==> config.mk <==
export PLATFORM = sky130hd
export DESIGN_NAME = alu_multicycle
export DESIGN_NICKNAME = d
export VERILOG_FILES = /design/src/rtl/alu_multicycle.sv
export SDC_FILE = /design/constraint.sdc
export NUM_CORES = 1
export LEC_CHECK = 0
export BUFFER_PORTS_ARGS = -buffer_cell sky130_fd_sc_hd__buf_2
export CAP_MARGIN = 20
export CORE_ASPECT_RATIO = 0.8
export CORE_MARGIN = 5
export CORE_UTILIZATION = 55
export CTS_CLUSTER_DIAMETER = 80
export DETAILED_ROUTE_END_ITERATION = 6
export GPL_TIMING_DRIVEN = 0
export PLACE_DENSITY_LB_ADDON = 0.2
export SYNTH_ARGS = -nofsm -noshare
export SYNTH_HDL_FRONTEND = slang
export SYNTH_SLANG_ARGS = --single-unit
==> constraint.sdc <==
create_clock -name clk -period 3.93 [get_ports clk]
set_clock_uncertainty 0.1 [all_clocks]
set_input_delay 0.5895 -clock clk [delete_from_list [all_inputs] [get_ports clk]]
set_output_delay 0.5895 -clock clk [all_outputs]
set_load 0.05 [all_outputs]
==> src/rtl/alu_multicycle.sv <==
// alu_multicycle: execution-side ALU that consumes the 4-bit operation code
// from the ALU control decoder. One operation per start/done handshake.
//
// Ports:
//   clk             rising-edge clock
//   reset           synchronous, active-high reset
//   start_i         request, sampled only while idle
//   ALU_Operation_i 4-bit operation code
//   A_i, B_i        operands (B_i[SHAMT_WIDTH-1:0] is the shift amount)
//   busy_o          high whenever an operation is in flight (state != IDLE)
//   done_o          one-cycle completion pulse
//   result_o        registered result, held until the next completion
//   branch_taken_o  registered branch decision
//   illegal_o       registered unsupported-opcode flag
//
// Build option: define ALU_BARREL_SHIFT_EN to replace the iterative
// 1-bit/cycle shifter with a combinational barrel shifter. Results and flags
// are identical in both builds; only shift latency differs.
//
// state | meaning
// IDLE  | waiting for start_i; non-shift ops complete from here
// SHIFT | iterative shift in progress, one bit per cycle (default build only)
// DONE  | done_o pulse; outputs already hold the new values

module alu_multicycle #(
    parameter int DATA_WIDTH  = 32,
    parameter int SHAMT_WIDTH = 5
) (
    input  logic                  clk,
    input  logic                  reset,
    input  logic                  start_i,
    input  logic [3:0]            ALU_Operation_i,
    input  logic [DATA_WIDTH-1:0] A_i,
    input  logic [DATA_WIDTH-1:0] B_i,
    output logic                  busy_o,
    output logic                  done_o,
    output logic [DATA_WIDTH-1:0] result_o,
    output logic                  branch_taken_o,
    output logic                  illegal_o
);

    localparam logic [3:0] OP_ADD = 4'b0000;
    localparam logic [3:0] OP_SUB = 4'b0001;
    localparam logic [3:0] OP_AND = 4'b0010;
    localparam logic [3:0] OP_OR  = 4'b0011;
    localparam logic [3:0] OP_XOR = 4'b0100;
    localparam logic [3:0] OP_LUI = 4'b0101;
    localparam logic [3:0] OP_SRL = 4'b0110;
    localparam logic [3:0] OP_SLL = 4'b0111;
    localparam logic [3:0] OP_BEQ = 4'b1000;
    localparam logic [3:0] OP_BNE = 4'b1010;
    localparam logic [3:0] OP_BLT = 4'b1011;
    localparam logic [3:0] OP_BGE = 4'b1100;

`ifdef ALU_BARREL_SHIFT_EN
    typedef enum logic [1:0] {
        IDLE = 2'd0,
        DONE = 2'd2
    } state_t;
`else
    typedef enum logic [1:0] {
        IDLE  = 2'd0,
        SHIFT = 2'd1,
        DONE  = 2'd2
    } state_t;
`endif

    state_t state_q, state_d;

    logic [SHAMT_WIDTH-1:0] shamt;
    logic [DATA_WIDTH-1:0]  diff;
    logic [DATA_WIDTH-1:0]  alu_res;
    logic                   alu_taken;
    logic                   alu_illegal;

    assign shamt = B_i[SHAMT_WIDTH-1:0];
    assign diff  = A_i - B_i;

`ifndef ALU_BARREL_SHIFT_EN
    logic                   start_shift;
    logic [DATA_WIDTH-1:0]  work_q;
    logic [DATA_WIDTH-1:0]  work_next;
    logic [SHAMT_WIDTH-1:0] count_q;
    logic                   shift_left_q;
    logic                   count_tc;

    assign start_shift = ((ALU_Operation_i == OP_SRL) || (ALU_Operation_i == OP_SLL))
                         && (shamt != '0);
    assign work_next   = shift_left_q ? (work_q << 1) : (work_q >> 1);
    assign count_tc    = (count_q == SHAMT_WIDTH'(1));
`endif

    // Single-cycle datapath. In the iterative build this path only ever sees
    // shifts with shamt == 0, which return A unchanged.
    always_comb begin
        alu_res     = '0;
        alu_taken   = 1'b0;
        alu_illegal = 1'b0;
        case (ALU_Operation_i)
            OP_ADD: alu_res = A_i + B_i;
            OP_SUB: alu_res = diff;
            OP_AND: alu_res = A_i & B_i;
            OP_OR:  alu_res = A_i | B_i;
            OP_XOR: alu_res = A_i ^ B_i;
            OP_LUI: alu_res = B_i;
`ifdef ALU_BARREL_SHIFT_EN
            OP_SRL: alu_res = A_i >> shamt;
            OP_SLL: alu_res = A_i << shamt;
`else
            OP_SRL: alu_res = A_i;
            OP_SLL: alu_res = A_i;
`endif
            OP_BEQ: begin
                alu_res   = diff;
                alu_taken = (A_i == B_i);
            end
            OP_BNE: begin
                alu_res   = diff;
                alu_taken = (A_i != B_i);
            end
            OP_BLT: begin
                alu_res   = diff;
                alu_taken = ($signed(A_i) < $signed(B_i));
            end
            OP_BGE: begin
                alu_res   = diff;
                alu_taken = ($signed(A_i) >= $signed(B_i));
            end
            default: alu_illegal = 1'b1;
        endcase
    end

    always_ff @(posedge clk) begin
        if (reset) begin
            state_q <= IDLE;
        end else begin
            state_q <= state_d;
        end
    end

    always_comb begin
        state_d = state_q;
        busy_o  = (state_q != IDLE);
        done_o  = (state_q == DONE);
        case (state_q)
            IDLE: begin
                if (start_i) begin
`ifdef ALU_BARREL_SHIFT_EN
                    state_d = DONE;
`else
                    state_d = start_shift ? SHIFT : DONE;
`endif
                end
            end
`ifndef ALU_BARREL_SHIFT_EN
            SHIFT: begin
                if (count_tc) begin
                    state_d = DONE;
                end
            end
`endif
            DONE:    state_d = IDLE;
            default: state_d = IDLE;
        endcase
    end

    always_ff @(posedge clk) begin
        if (reset) begin
            result_o       <= '0;
            branch_taken_o <= 1'b0;
            illegal_o      <= 1'b0;
`ifndef ALU_BARREL_SHIFT_EN
            work_q         <= '0;
            count_q        <= '0;
            shift_left_q   <= 1'b0;
`endif
        end else begin
            case (state_q)
                IDLE: begin
                    if (start_i) begin
`ifndef ALU_BARREL_SHIFT_EN
                        if (start_shift) begin
                            work_q       <= A_i;
                            count_q      <= shamt;
                            shift_left_q <= (ALU_Operation_i == OP_SLL);
                        end else
`endif
                        begin
                            result_o       <= alu_res;
                            branch_taken_o <= alu_taken;
                            illegal_o      <= alu_illegal;
                        end
                    end
                end
`ifndef ALU_BARREL_SHIFT_EN
                SHIFT: begin
                    work_q  <= work_next;
                    count_q <= count_q - SHAMT_WIDTH'(1);
                    if (count_tc) begin
                        result_o       <= work_next;
                        branch_taken_o <= 1'b0;
                        illegal_o      <= 1'b0;
                    end
                end
`endif
                default: ;
            endcase
        end
    end

endmodule
# --- After elaboration in Yosys (flattened, before gate mapping) ---
# Index checks and enable logic that the tools add are counted.
totals:
  register_bits: 74
  inputBits: 71
classes:
  n_addsub: 3
  magnitude_cmp: 2
  n_eq_ne: 20
  n_mux: 25
  bitwise: 3
  n_reduce_logical: 14
op_table:
  columns: ["cell", "count"]
  rows:
  - ["32-bit one-hot mux with 7 select lines", 1]
  - ["32-bit 2-to-1 mux", 6]
  - ["32-bit one-hot mux with 2 select lines", 2]
  - ["32-bit adder", 1]
  - ["32-bit AND", 1]
  - ["32-bit equality test", 1]
  - ["32-bit greater-or-equal comparator", 1]
  - ["32-bit less-than comparator", 1]
  - ["32-bit inequality test", 1]
  - ["32-bit bitwise OR", 1]
  - ["32-bit subtractor", 1]
  - ["32-bit XOR", 1]
  - ["4-bit by 3-bit equality test with 1-bit output (second input constant)", 4]
  - ["4-bit equality test (second input constant)", 4]
  - ["12-bit OR reduction", 1]
  - ["5-bit 2-to-1 mux", 2]
  - ["5-bit one-hot mux with 2 select lines", 1]
  - ["4-bit by 2-bit equality test with 1-bit output (second input constant)", 2]
  - ["2-bit inequality test (second input constant)", 4]
  - ["1-bit 2-to-1 mux", 6]
  - ["2-bit 2-to-1 mux", 3]
  - ["3-bit AND reduction", 2]
  - ["5-bit by 1-bit equality test with 1-bit output (second input constant)", 1]
  - ["5-bit nonzero test", 1]
  - ["16 further kinds", 18]

# --- Depth between registers and ports, before layout ---
depth:
  word_depth: 6
  ltp_mapped: 12
  ltp_nobuf: 12

# --- Worst setup path after synthesis ---
# Ideal clock, no wire load.
synth_timing:
  kind: "input to register"
  startpoint: "input A_i[9]"
  endpoint: "register result_o[31]"
  setup_time_ns: 0.134
  arrival_ns: 2.990
  t_required_ns: 3.696
  path_slack_ns: 0.707
  stages: 11
  cell_sequence: "inv_1 > ha_1 > or4_4 > or3_1 > a211oi_2 > or2_1 > a311oi_1 > nor4_2 > mux2_1 > nand2_1 > a311oi_2"
synth_via:
  elab_chain_cells: 5
synth_rtl:
  columns: ["item", "line_no", "rtl"]
  rows:
  - ["start: declaration", "33", "input logic [DATA_WIDTH-1:0] A_i,"]
  - ["32-bit subtractor or 32-bit adder (tied branches)", "77, 100", null]
  - ["32-bit one-hot mux with 7 select lines *", "99", "case (ALU_Operation_i)"]
  - ["32-bit 2-to-1 mux *", "182", "if (start_shift) begin"]
  - ["32-bit 2-to-1 mux *", "180", "if (start_i) begin"]
  - ["32-bit one-hot mux with 2 select lines *", "178", "case (state_q)"]
  - ["end signal: assignment", "189", "result_o <= alu_res;"]
  - ["end signal: assignment", "200", "result_o <= work_next;"]
  - ["end: declaration", "37", "output logic [DATA_WIDTH-1:0] result_o,"]
# Mark *: on every way between the ends. The rest lies on a longest branch, timed or not. The select of a mux whose other input is x is not followed.
# A chain may end at the register's enable or synchronous reset.

# --- Final worst setup path ---
layout_timing:
  startpoint: "input B_i[1]"
  endpoint: "register result_o[19]"
layout_via:
  elab_chain_cells: 5
layout_rtl:
  columns: ["item", "line_no", "rtl"]
  rows:
  - ["start: declaration", "34", "input logic [DATA_WIDTH-1:0] B_i,"]
  - ["32-bit subtractor or 32-bit adder (tied branches)", "77, 100", null]
  - ["32-bit one-hot mux with 7 select lines", "99", null]
  - ["32-bit 2-to-1 mux", "182", null]
  - ["32-bit 2-to-1 mux", "180", null]
  - ["32-bit one-hot mux with 2 select lines", "178", null]
# Several ways; a longest one is shown, not always the timed one. The select of a mux whose other input is x is not followed.

==> metrics.cfg <==
[timing]
hold_violations=0
fmax_mhz=254
finalMaxSlewViolations=0
period_share_pct=100
post-route-min-period_ps=3940
finalWorstSetupSlack_ps=-5.88
slew_headroom_pct=22.3
worstMarginPinSlew_ps=1160
setup_viol=1
rsz0062_at_grt=no

[pwr]
power.density_mw_per_mm2=292
cellLeakagePower_nw=4.24
vdd_ir_drop_max_mv=0.248

[clock_network]
post-cts-setup-buffers=0
cts_buffer_depth=2
clk_latency_ps=350
postCtsHoldBufs=0
cts.htree.levels=3
cts_resized=1
cts_tree=yes
clk_transition_reported_paths_ps=60
clockRootBuffer=clkbuf_16
cts.sinks=74
cts_buffers=9

[outcome]
outcome=complete, but fails checks
violations=negative setup slack

[critical_path]
cp_slowest_stage_delay_ps=760
crit_path_start=B_i[1]
startpoint_type=input pin
required_ps=4020
cp.arrival_ps=4020
critical_path.top_delay_family=compound AO/OA/AOI/OAI gates
path_buf_inv=2
slowest_stage=a2111oi_0
path_cells=buf_2 -> inv_1 -> ha_1 -> a21o_1 -> and4_1 -> o21ai_0 -> o311a_1 -> o41ai_2 -> nor2_1 -> a2111oi_0 -> o32ai_1
cp-end-kind=register
r2r-start=count_q[0]$_SDFFE_PP0P_
critical_path_class=in2reg
cp_max_fo=6

[floorplanning]
initial_core_util_pct=55.8
placement_rows=42
core_mm2=0.0164
die_y_um=126
io_pins=107
die_area_mm2=0.0194
die_x_um=154

[hold_path]
hold_class=reg2reg
hp-start=result_o[0]$_SDFFE_PP0P_

[drt]
drc=0
wire_per_inst_um=24.3
viasPerCell=6.72
dr.pass1.iters=6
wirelength_um=40300
antenna_left=0
vias=11100
drt-initial-drc-count=1869

[global_route]
grt_pass1_vias=10100
grt_pass1_wl_um=60500
antenna_found_initial=0
grtUsageMet1_pct=57.7
grt_usage_pct=40.0
busiest_layer=met1
grt-ovfl-total=0
met2_usage_pct=56.6
grt_max_degree=14
grt_use_met3_pct=9.46

[yosys]
synth_cells=1318
ys_top_cells_by_count=nor2_1 (165), a21oi_1 (158), nand2_1 (112)
yosysTopAreaCellShare_pct=16.2
synth-edff-count=0
avgSynthCellArea_um2=6.96
yosysTopAreaCell=dfxtp_1
ys_ff_latch=74
yosysMostFrequentCell=nor2_1
async_flop_share_pct=0
ys_seq_area_share_pct=16.2
synthesis.area_mm2=0.00917
synth.area.top_cells=dfxtp_1 (16%), ha_1 (15%), a21oi_1 (8.6%), nor2_1 (6.8%), nand2_1 (4.6%)
ys.flop_type=dfxtp_1
synth.net_count=1501
synth_cell_type_count=75
yosys_warnings=0

[placed_design]
hpwl_um=31200
place.gp.congestion=1.03
port_buffers=105
dp_slack_ps=-425

[job]
drv_cap=0

[final_layout]
drive_above_1_share_pct=11.4
final_util_pct=62.7
synthToLayoutAreaGrowth_pct=12.5
diodes=0
nets=1618
fill_cells=1605

[report_power, final]
| part | switching, mW | internal (mW) |
|---|---|---|
| logic | 0.922 | 0.409 |
| clock network | 0.353 | 0.490 |
| registers | 0.0407 | 0.802 |
[through the flow]
stage	total power [mW]	TNS (ps)	instance area [µm²]	std cells	hold slack, ps
floorplan	1.70	0	9170	1318	341
CTS	2.95	0	10300	1659	353
finish	3.02	-5.88	10300	1659	354
detailed placement	2.12	-3170	9980	1644	345
global placement	2.11	-3180	9970	1643	338
global route	3.14	0	10300	1659	384
[metal layers]
metal | part of all wire [%] | up-vias
met4 | 5.3 | 0
li1 | - | 5010
met3 | 14 | 126
met5 | 0 | -
met2 | 40 | 848
met1 | 41 | 5157
[kinds of logic (layout without fill, tap and decap cells)]
| family | count (synthesis) | count (layout) | share of synthesized area, % |
|---|---|---|---|
| compound gates | 440 | 440 | 31.6 |
| fa+ha+maj | 112 | 112 | 15.4 |
| xor+xnor | 26 | 26 | 2.48 |
| buf+inv | 192 | 313 | 8.08 |
| flops | 74 | 74 | 16.2 |
| simple gates | 431 | 431 | 21.5 |
| mux | 43 | 43 | 4.80 |
[sequential cells by signal, indices dropped and copies added (netlist names)]
register / flops
shift_left_q: 1
work_q: 32
result_o: 32
state_q: 2
branch_taken_o: 1
illegal_o: 1
count_q: 5
[path summary, 6_finish.rpt]
check	endpoint	slack (ps)	depth (start not counted)
max	result_o[19]$_SDFFE_PP0P_	-6	11
min	result_o[0]$_SDFFE_PP0P_	350	2
max reg2reg	branch_taken_o$_SDFFE_PP0P_	740	8
min reg2reg	result_o[0]$_SDFFE_PP0P_	350	2
[worst register-to-register path: cells and delay by family (launching register included)]
family	cells	cell delay (ps)
DFF	1	410
buffers and inverters	2	1080
adders and majority gates	1	170
and+or+nand+nor	3	890
AOI/OAI and AO/OA	2	480
[layout by cell type, fill, tap and decap left out, types with 8 or more instances in the layout]
cell,n
nor2_1,165
xnor2_1,24
o2111ai_1,10
dfxtp_1,74
nand2b_1,10
a311oi_1,12
inv_1,94
nand3_1,21
o21bai_1,15
ha_1,110
a221oi_1,18
nor3_1,47
clkbuf_1,78
buf_2,118
a211oi_1,23
or3_1,10
nor2b_1,9
o211ai_1,27
a21o_1,10
clkbuf_16,9
a21oi_1,158
mux2i_1,35
a31oi_1,10
o22ai_1,8
nand2_1,112
nand4_1,13
a22oi_1,23
o21ai_0,56
nor4_1,13
[layout make-up]
| class | count | area [µm²] | area share [%] |
|---|---|---|---|
| flip-flops and latches | 74 | 1480 | 14.4 |
| multi-input cells | 1052 | 6990 | 67.7 |
| repair buffers | 106 | 533 | 5.17 |
| inverters | 96 | 360 | 3.49 |
| plain buffers | 96 | 388 | 3.76 |
| well taps | 220 | 275 | 2.67 |
| clock buffers | 9 | 225 | 2.18 |
| clock inverters | 6 | 67.6 | 0.655 |
(Power assumes the default switching activity.)
